$ cat config.mk
export PLATFORM = sky130hd
export DESIGN_NAME = ps2_kbd_tx
export DESIGN_NICKNAME = d
export VERILOG_FILES = /design/src/rtl/ps2_pkg.sv /design/src/rtl/ps2_tx_fifo.sv /design/src/rtl/ps2_kbd_tx.sv
export SDC_FILE = /design/constraint.sdc
export NUM_CORES = 1
export LEC_CHECK = 0
export ABC_AREA = 1
export BUFFER_PORTS_ARGS = -buffer_cell sky130_fd_sc_hd__buf_2
export CAP_MARGIN = 0
export CORE_MARGIN = 4
export CORE_UTILIZATION = 39
export CTS_CLUSTER_DIAMETER = 50
export DETAILED_ROUTE_END_ITERATION = 10
export PLACE_DENSITY = 0.56
export SLEW_MARGIN = 10
export SYNTH_ARGS = -nofsm -noshare
export SYNTH_HDL_FRONTEND = slang
export SYNTH_HIERARCHICAL = 1
export SYNTH_SLANG_ARGS = --single-unit
export TNS_END_PERCENT = 1
$ cat constraint.sdc
create_clock -name clk -period 2.65 [get_ports clk]
set_clock_uncertainty 0.05 [all_clocks]
set_input_delay 0.53 -clock clk [delete_from_list [all_inputs] [get_ports clk]]
set_output_delay 0.53 -clock clk [all_outputs]
set_load 0.005 [all_outputs]
$ cat src/rtl/ps2_pkg.sv
// Shared types and helpers for the PS/2 device-side transmitter.
package ps2_pkg;

  typedef enum logic [1:0] {
    IDLE    = 2'd0,
    SEND    = 2'd1,
    GAP     = 2'd2,
    INHIBIT = 2'd3
  } ps2_state_e;

  localparam int PS2_FRAME_BITS = 11;

  // Odd parity over the data byte, optionally inverted for error injection.
  function automatic logic ps2_parity(input logic [7:0] data, input logic bad);
    return (~^data) ^ bad;
  endfunction

endpackage

$ cat src/rtl/ps2_tx_fifo.sv
// Byte buffer for the PS/2 transmitter: 9-bit entries {bad_par, data}, head peek.
module ps2_tx_fifo #(
  parameter int DEPTH = 8,
  localparam int AW = $clog2(DEPTH)
) (
  input  logic          clk,
  input  logic          rst_n,
  input  logic          push_i,
  input  logic [8:0]    wdata_i,
  input  logic          pop_i,
  output logic [8:0]    head_o,
  output logic          full_o,
  output logic          empty_o,
  output logic [AW:0]   level_o
);

  logic [8:0]    mem_q [DEPTH];
  logic [AW-1:0] wr_ptr_q;
  logic [AW-1:0] rd_ptr_q;
  logic [AW:0]   count_q;
  logic [AW:0]   count_d;
  logic          do_push;
  logic          do_pop;

  // Full is judged on the registered count, so a same-cycle pop never frees room.
  assign full_o  = (count_q == (AW+1)'(DEPTH));
  assign empty_o = (count_q == '0);
  assign do_push = push_i && !full_o;
  assign do_pop  = pop_i && !empty_o;
  assign head_o  = mem_q[rd_ptr_q];
  assign level_o = count_q;

  always_comb begin
    count_d = count_q;
    case ({do_push, do_pop})
      2'b10:   count_d = count_q + 1'b1;
      2'b01:   count_d = count_q - 1'b1;
      default: count_d = count_q;
    endcase
  end

  always_ff @(posedge clk) begin
    if (do_push) begin
      mem_q[wr_ptr_q] <= wdata_i;
    end
  end

  always_ff @(posedge clk) begin
    if (!rst_n) begin
      wr_ptr_q <= '0;
      rd_ptr_q <= '0;
      count_q  <= '0;
    end else begin
      if (do_push) wr_ptr_q <= wr_ptr_q + 1'b1;
      if (do_pop)  rd_ptr_q <= rd_ptr_q + 1'b1;
      count_q <= count_d;
    end
  end

endmodule

$ cat src/rtl/ps2_kbd_tx.sv
// PS/2 keyboard-side transmitter: buffered scan codes serialised as 11-bit frames,
// with host clock-inhibit abort/retransmit and parity-error injection.
module ps2_kbd_tx #(
  parameter int CLK_HALF   = 30,
  parameter int GAP_CYCLES = 60,
  parameter int FIFO_DEPTH = 8
) (
  input  logic                          clk,
  input  logic                          rst_n,
  input  logic                          in_valid,
  output logic                          in_ready,
  input  logic [7:0]                    in_data,
  input  logic                          in_bad_par,
  output logic                          ps2_clk,
  output logic                          ps2_data,
  input  logic                          ps2_clk_in,
  output logic                          busy,
  output logic [$clog2(FIFO_DEPTH):0]   level,
  output logic                          tx_done
);
  import ps2_pkg::*;

  localparam int TMAX = (CLK_HALF > GAP_CYCLES) ? CLK_HALF : GAP_CYCLES;
  localparam int TW   = $clog2(TMAX);
  localparam logic [TW-1:0] HALF_LOAD = TW'(CLK_HALF - 1);
  localparam logic [TW-1:0] GAP_LOAD  = TW'(GAP_CYCLES - 1);
  localparam logic [3:0]    LAST_BIT  = 4'(PS2_FRAME_BITS - 1);

  ps2_state_e state_q, state_d;
  logic [TW-1:0] timer_q, timer_d;
  logic          half_q, half_d;       // 0: clock-high half, 1: clock-low half
  logic [3:0]    bit_idx_q, bit_idx_d;
  logic          sync1_q, sync2_q;

  logic [8:0]    head;
  logic          fifo_full;
  logic          fifo_empty;
  logic          last_cycle;
  logic          inhibit;
  logic [PS2_FRAME_BITS-1:0] frame;

  ps2_tx_fifo #(.DEPTH(FIFO_DEPTH)) u_fifo (
    .clk     (clk),
    .rst_n   (rst_n),
    .push_i  (in_valid),
    .wdata_i ({in_bad_par, in_data}),
    .pop_i   (tx_done),
    .head_o  (head),
    .full_o  (fifo_full),
    .empty_o (fifo_empty),
    .level_o (level)
  );

  assign in_ready   = !fifo_full;
  assign frame      = {1'b1, ps2_parity(head[7:0], head[8]), head[7:0], 1'b0};
  assign last_cycle = (bit_idx_q == LAST_BIT) && half_q && (timer_q == '0);
  // The host can only be seen pulling the clock low while we release it high.
  assign inhibit    = !sync2_q && ps2_clk;

  always_ff @(posedge clk) begin
    if (!rst_n) begin
      sync1_q <= 1'b1;
      sync2_q <= 1'b1;
    end else begin
      sync1_q <= ps2_clk_in;
      sync2_q <= sync1_q;
    end
  end

  always_ff @(posedge clk) begin
    if (!rst_n) begin
      state_q <= IDLE;
    end else begin
      state_q <= state_d;
    end
  end

  always_comb begin
    state_d = state_q;
    case (state_q)
      IDLE:    if (!fifo_empty && !inhibit) state_d = SEND;
      SEND: begin
        if (inhibit && (bit_idx_q < LAST_BIT)) state_d = INHIBIT;
        else if (last_cycle)                   state_d = GAP;
      end
      GAP:     if (timer_q == '0) state_d = IDLE;
      INHIBIT: if (sync2_q) state_d = GAP;
      default: state_d = IDLE;
    endcase
  end

  always_comb begin
    ps2_clk  = 1'b1;
    ps2_data = 1'b1;
    busy     = 1'b0;
    tx_done  = 1'b0;
    case (state_q)
      SEND: begin
        ps2_clk  = !half_q;
        ps2_data = frame[bit_idx_q];
        busy     = 1'b1;
        tx_done  = last_cycle;
      end
      GAP, INHIBIT: busy = 1'b1;
      default: ;
    endcase
  end

  // Shared down-counter: half-bit period in SEND, idle length in GAP.
  always_comb begin
    timer_d   = timer_q;
    half_d    = half_q;
    bit_idx_d = bit_idx_q;
    if (state_d != state_q) begin
      timer_d   = (state_d == GAP) ? GAP_LOAD : HALF_LOAD;
      half_d    = 1'b0;
      bit_idx_d = '0;
    end else if ((state_q == SEND) || (state_q == GAP)) begin
      if (timer_q == '0) begin
        timer_d = HALF_LOAD;
        if (state_q == SEND) begin
          half_d = !half_q;
          if (half_q) bit_idx_d = bit_idx_q + 4'd1;
        end
      end else begin
        timer_d = timer_q - 1'b1;
      end
    end
  end

  always_ff @(posedge clk) begin
    if (!rst_n) begin
      timer_q   <= HALF_LOAD;
      half_q    <= 1'b0;
      bit_idx_q <= '0;
    end else begin
      timer_q   <= timer_d;
      half_q    <= half_d;
      bit_idx_q <= bit_idx_d;
    end
  end

endmodule

# Yosys cells after proc, flatten, opt, wreduce, memory -nomap -nowiden
# Memories as Yosys holds them, arrays and structs flattened. A register that Yosys moved wholly into a read port is not among the register bits.
# Cells that the tools add are included.
# totals
mem_count,1
mem_bits_rw,72
mem_bits_ro,0
input_bits,13
register_bits,25
out_inout_bits,9
latch_bits,0
# op_classes
reduce_logical,23
shifts,0
addsub,6
div_mod_pow,0
magnitude_cmp,2
mul,0
bitwise,2
n_mux,21
eq_ne,9
# memory_table
memory,words,width,rd,rd_clocked_by_memory_dff,write_ports,line_no,source
u_fifo.mem_q,8,9,1,1,1,ps2_tx_fifo.sv:17,logic [8:0] mem_q [DEPTH];
# ops
op,count
two-way mux 6 bit,4
two-way mux 2 bit,5
adder 4 x 1 -> 4 bit (second input constant),2
equality test 2 bit (second input constant),4
equality test 4 bit (second input constant),2
one-hot mux 2 bit (4 select lines),1
one-hot mux 4 bit (2 select lines),1
XNOR reduction 8 bit,1
logical AND 1 bit,7
two-way mux 1 bit,7
adder 3 x 1 -> 3 bit (second input constant),2
logical NOT 6 bit,1
two-way mux 3 bit,2
subtractor 6 x 1 -> 6 bit (second input constant),1
logical NOT 1 bit,5
less-than comparator 4 x 5 -> 1 bit (second input constant),1
binary-select mux 1 bit (select 4 bit),1
equality test 2 x 1 -> 1 bit (second input constant),2
logical NOT 4 bit,1
less-than comparator 4 bit (second input constant),1
AND reduction 4 bit,1
nonzero test 2 bit,2
subtractor 4 x 1 -> 4 bit (second input constant),1
AND reduction 3 bit,1
other kinds (7),7

# Logic depth before layout (Yosys ltp)
# logic_depth
word_depth,10
ltp_mapped,16
depth_no_buf,16

# Hierarchy
# Netlist, hierarchy kept.
# by_module_without_submodules
module,instances,seq_area_each_um2,cells_per_inst,area_per_inst_um2
ps2_tx_fifo,1,2422.3,298,3547.2
ps2_kbd_tx,1,300.3,170,1216.2

# Worst setup path before layout
# OpenSTA, ideal clock, no wires.
# synth_timing
path_kind,register to output
from,reg (tool-made name)
to,out ps2_data
arrival_time_ps,1798
stages_incl_launch_ff,15
path_buffers,2
t_required_ps,2070
setup_slack_ps,272
path_cell_list,dfxtp_1 > buf_6 > buf_12 > mux2i_1 > o22ai_1 > nand2_1 > nand2_1 > xnor2_1 > xnor2_1 > xor2_1 > xor2_1 > nand2_1 > nand2_1 > nand2_1 > nand2_1
# synth_lines
item,line_no,source
to (decl),ps2_kbd_tx.sv:15,"output logic ps2_data,"

==> results.ini <==
[power_and_ir_drop]
pwr_density_cell_nw_per_um2 = 706
finalPower_mw = 3.99
vdd_ir_drop_max_mv = 0.352
p_leak_nw = 2.19

[routing]
firstDrtPassIters = 4
postRouteAntennaNets = 0
drt_wl_total_um = 9710
vias = 3307
wire_per_inst_um = 14.5
first_iter_violations = 201
route.detailed.drc = 0
viasPerCell = 4.94

[run_status]
run_status = finished with violations
violations = setup timing

[grt]
grt_pass1_wl_um = 16100
grt_pass1_vias = 3229
antenna_found_initial = 0
grt-ovfl-total = 0
grt_max_degree = 37
grt_usage = 0.146

[placement]
placed_cell_area_um2 = 5160
io_buffer_count = 21
hpwl_um = 6590
dp_cells = 648
place.gp.congestion = 0.827
place_ws_ns = -0.0115

[critical_path]
worst-path-stages = 16
reg2reg_slack_ns = 0.14
worstPathMaxFanout = 17
crit_family = buffers and inverters
r2r-end = u_fifo/level_o[2]
reg2reg_depth = 14
regToRegStartpoint = state_q[1]
max_stage_delay_ns = 0.37
cp.arrival_ns = 2.36
worstPathCellList = buf_12, inv_8, buf_4, nor2_1, o22ai_1, nand2_1, nand2_1, xnor2_2, xnor2_1, inv_1, xor2_1, nand2_1, nand2_1, nand2_1, nand2_1, buf_2
required_ns = 2.07
crit_path_top_delay_cell = dfxtp_4
cp_num_buf_inv = 5
cp-start-kind = register
cp-endpoint = ps2_data
end_kind = output port
crit_top_cell = nand2_1
critPathKind = reg2out

[yosys]
ys_seq_area_frac = 0.572
synthCells = 468
synth_top_cell_by_area = edfxtp_1
synth.most_common_cell = nor2_1
synth_edf_count = 72
synth_area_um2 = 4760
avgSynthCellArea_um2 = 10.2
ys_top_cells_by_count = nor2_1 (73), edfxtp_1 (72), nand2_1 (72)
synth_cell_types = 36
ys_warn_count = 6
syn_nets = 494
synth.area.top_cells = edfxtp_1 (45%), dfxtp_1 (12%), nor2_1 (5.8%)
synthFlopType = edfxtp_1
synthArstFlopShare = 0
yosysTopAreaCellShare = 0.454
synth-seq-cells = 100

[sta]
min_period_ns = 2.94
fin_crit_sh = 1.11
slew_violations = 0
layout_setup_ws_ns = -0.294
grt_setup_unrepaired = true
tightest_slew_ns = 0.253
setup-violations-final = 1
fmax_ghz = 0.340
hold_viol_final = 0
fin_hold_ws_ns = 0.316
slew_headroom = 0.829
setup_tns_ns = -0.294

[cells_and_area]
instances_no_fill = 669
area_growth_pct = 18.5
final_core_util = 0.472
final_layout_size_suffix_gt1_frac = 0.249
fin_area_um2 = 5650
num-nets-final = 543
fillers = 1105
antenna_cells = 0

[floorplan]
io_pins = 22
rows = 40
die_h_um = 119
coreArea_um2 = 12000
initial_core_util = 0.398
dieWidth_um = 119
die_area_um2 = 14000

[clock_network]
cts_root_buf = clkbuf_16
htreeDepth = 3
cts_tree = yes
clock_sinks = 100
clock_latency_ns = 0.34
clk_pin_slew_ns = 0.07
clk_path_buf_depth = 2
cts_buffers = 9

[flow_run]
maxCapViolations = 0

[hold_path]
hold_path_class = in2reg

==> repair_timing <==
item / CTS / global route
setup endpoints to repair: 1 / 2
gates cloned: 3 / 1
hold buffers: 0 / 0
pin swaps: 9 / 7
setup buffers: 1 / 0
gates resized for setup: 29 / 10
==> sequential cells by signal (all words and copies together) (netlist names), named ones only <==
name             count
sync2_q              1
sync1_q              1
timer_q              6
u_fifo/wr_ptr_q      3
bit_idx_q            4
u_fifo/level_o       4
half_q               1
u_fifo/mem_q        72
u_fifo/rd_ptr_q      3
state_q              2
==> worst min-delay path by stage <==
stage                     slack (ns)  startpoint  endpoint  cells past startpoint
final                           0.32  ps2_clk_in   sync1_q                      2
after detailed placement        0.35     sync1_q   sync2_q                      1
after floorplan                 0.34     sync1_q   sync2_q                      1
after global routing            0.31  ps2_clk_in   sync1_q                      2
after CTS                       0.30  ps2_clk_in   sync1_q                      2
after global placement          0.35     sync1_q   sync2_q                      1
==> metal layers <==
| metal | wire length [µm] | up-vias | part of all wire | global-route usage |
|---|---|---|---|---|
| li1 | - | 1677 | - | - |
| met2 | 4590 | 61 | 0.47 | 0.234 |
| met1 | 4580 | 1560 | 0.47 | 0.196 |
| met4 | 106 | 0 | 0.011 | 0.0434 |
| met5 | 0 | - | 0 | 0 |
| met3 | 437 | 9 | 0.045 | 0.0373 |
==> cell type report <==
type | instances | area, µm² | area share
clock inverter | 6 | 40.0 | 0.00709
clock buffer | 10 | 229 | 0.0405
sequential | 100 | 2730 | 0.483
inverter | 44 | 173 | 0.0306
timing repair buffer | 49 | 435 | 0.0771
multi-input combinational | 313 | 1860 | 0.329
tap | 147 | 184 | 0.0326
==> cell usage in the layout (no fill, tap or decap), types with 2 or more instances in the layout <==
| cell type | netlist | final |
|---|---|---|
| dfxtp_1 | 28 | 26 |
| mux2i_1 | 9 | 9 |
| clkinv_2 | 0 | 2 |
| inv_2 | 2 | 2 |
| nand3_1 | 11 | 11 |
| dfxtp_4 | 0 | 2 |
| inv_1 | 38 | 38 |
| o21ai_1 | 10 | 16 |
| xnor2_1 | 10 | 5 |
| ha_1 | 13 | 12 |
| xnor2_2 | 0 | 5 |
| nor2_2 | 6 | 9 |
| buf_4 | 2 | 21 |
| nor2_4 | 3 | 3 |
| o21ai_2 | 1 | 5 |
| a21oi_1 | 11 | 11 |
| nand3_4 | 3 | 3 |
| nand2_4 | 3 | 3 |
| clkbuf_16 | 0 | 10 |
| o22ai_1 | 10 | 10 |
| nor2_1 | 73 | 70 |
| nor3b_2 | 2 | 2 |
| o21ai_0 | 40 | 30 |
| nand3_2 | 7 | 7 |
| nand4_1 | 3 | 3 |
| clkinv_4 | 0 | 2 |
| nand2_2 | 8 | 16 |
| nor3_1 | 2 | 2 |
| xor2_1 | 6 | 6 |
| buf_16 | 0 | 2 |
| edfxtp_1 | 72 | 72 |
| clkinv_1 | 3 | 4 |
| nand2_1 | 72 | 64 |
| buf_2 | 4 | 21 |
| or2_2 | 6 | 6 |
| buf_12 | 1 | 3 |
==> logic make-up after synthesis <==
| group | Yosys count | synth area share |
|---|---|---|
| compound gates | 75 | 0.0851 |
| buf+inv | 55 | 0.0562 |
| simple gates | 200 | 0.205 |
| mux | 9 | 0.0189 |
| fa+ha+maj | 13 | 0.0341 |
| flops | 100 | 0.572 |
| xor+xnor | 16 | 0.0294 |
==> power by group <==
part / total [mW] / internal (mW) / switching, mW
sequential: 1.80 / 1.75 / 0.0530
combinational: 1.00 / 0.371 / 0.634
clock: 1.18 / 0.636 / 0.544
Power figures use the tool's default switching activity.
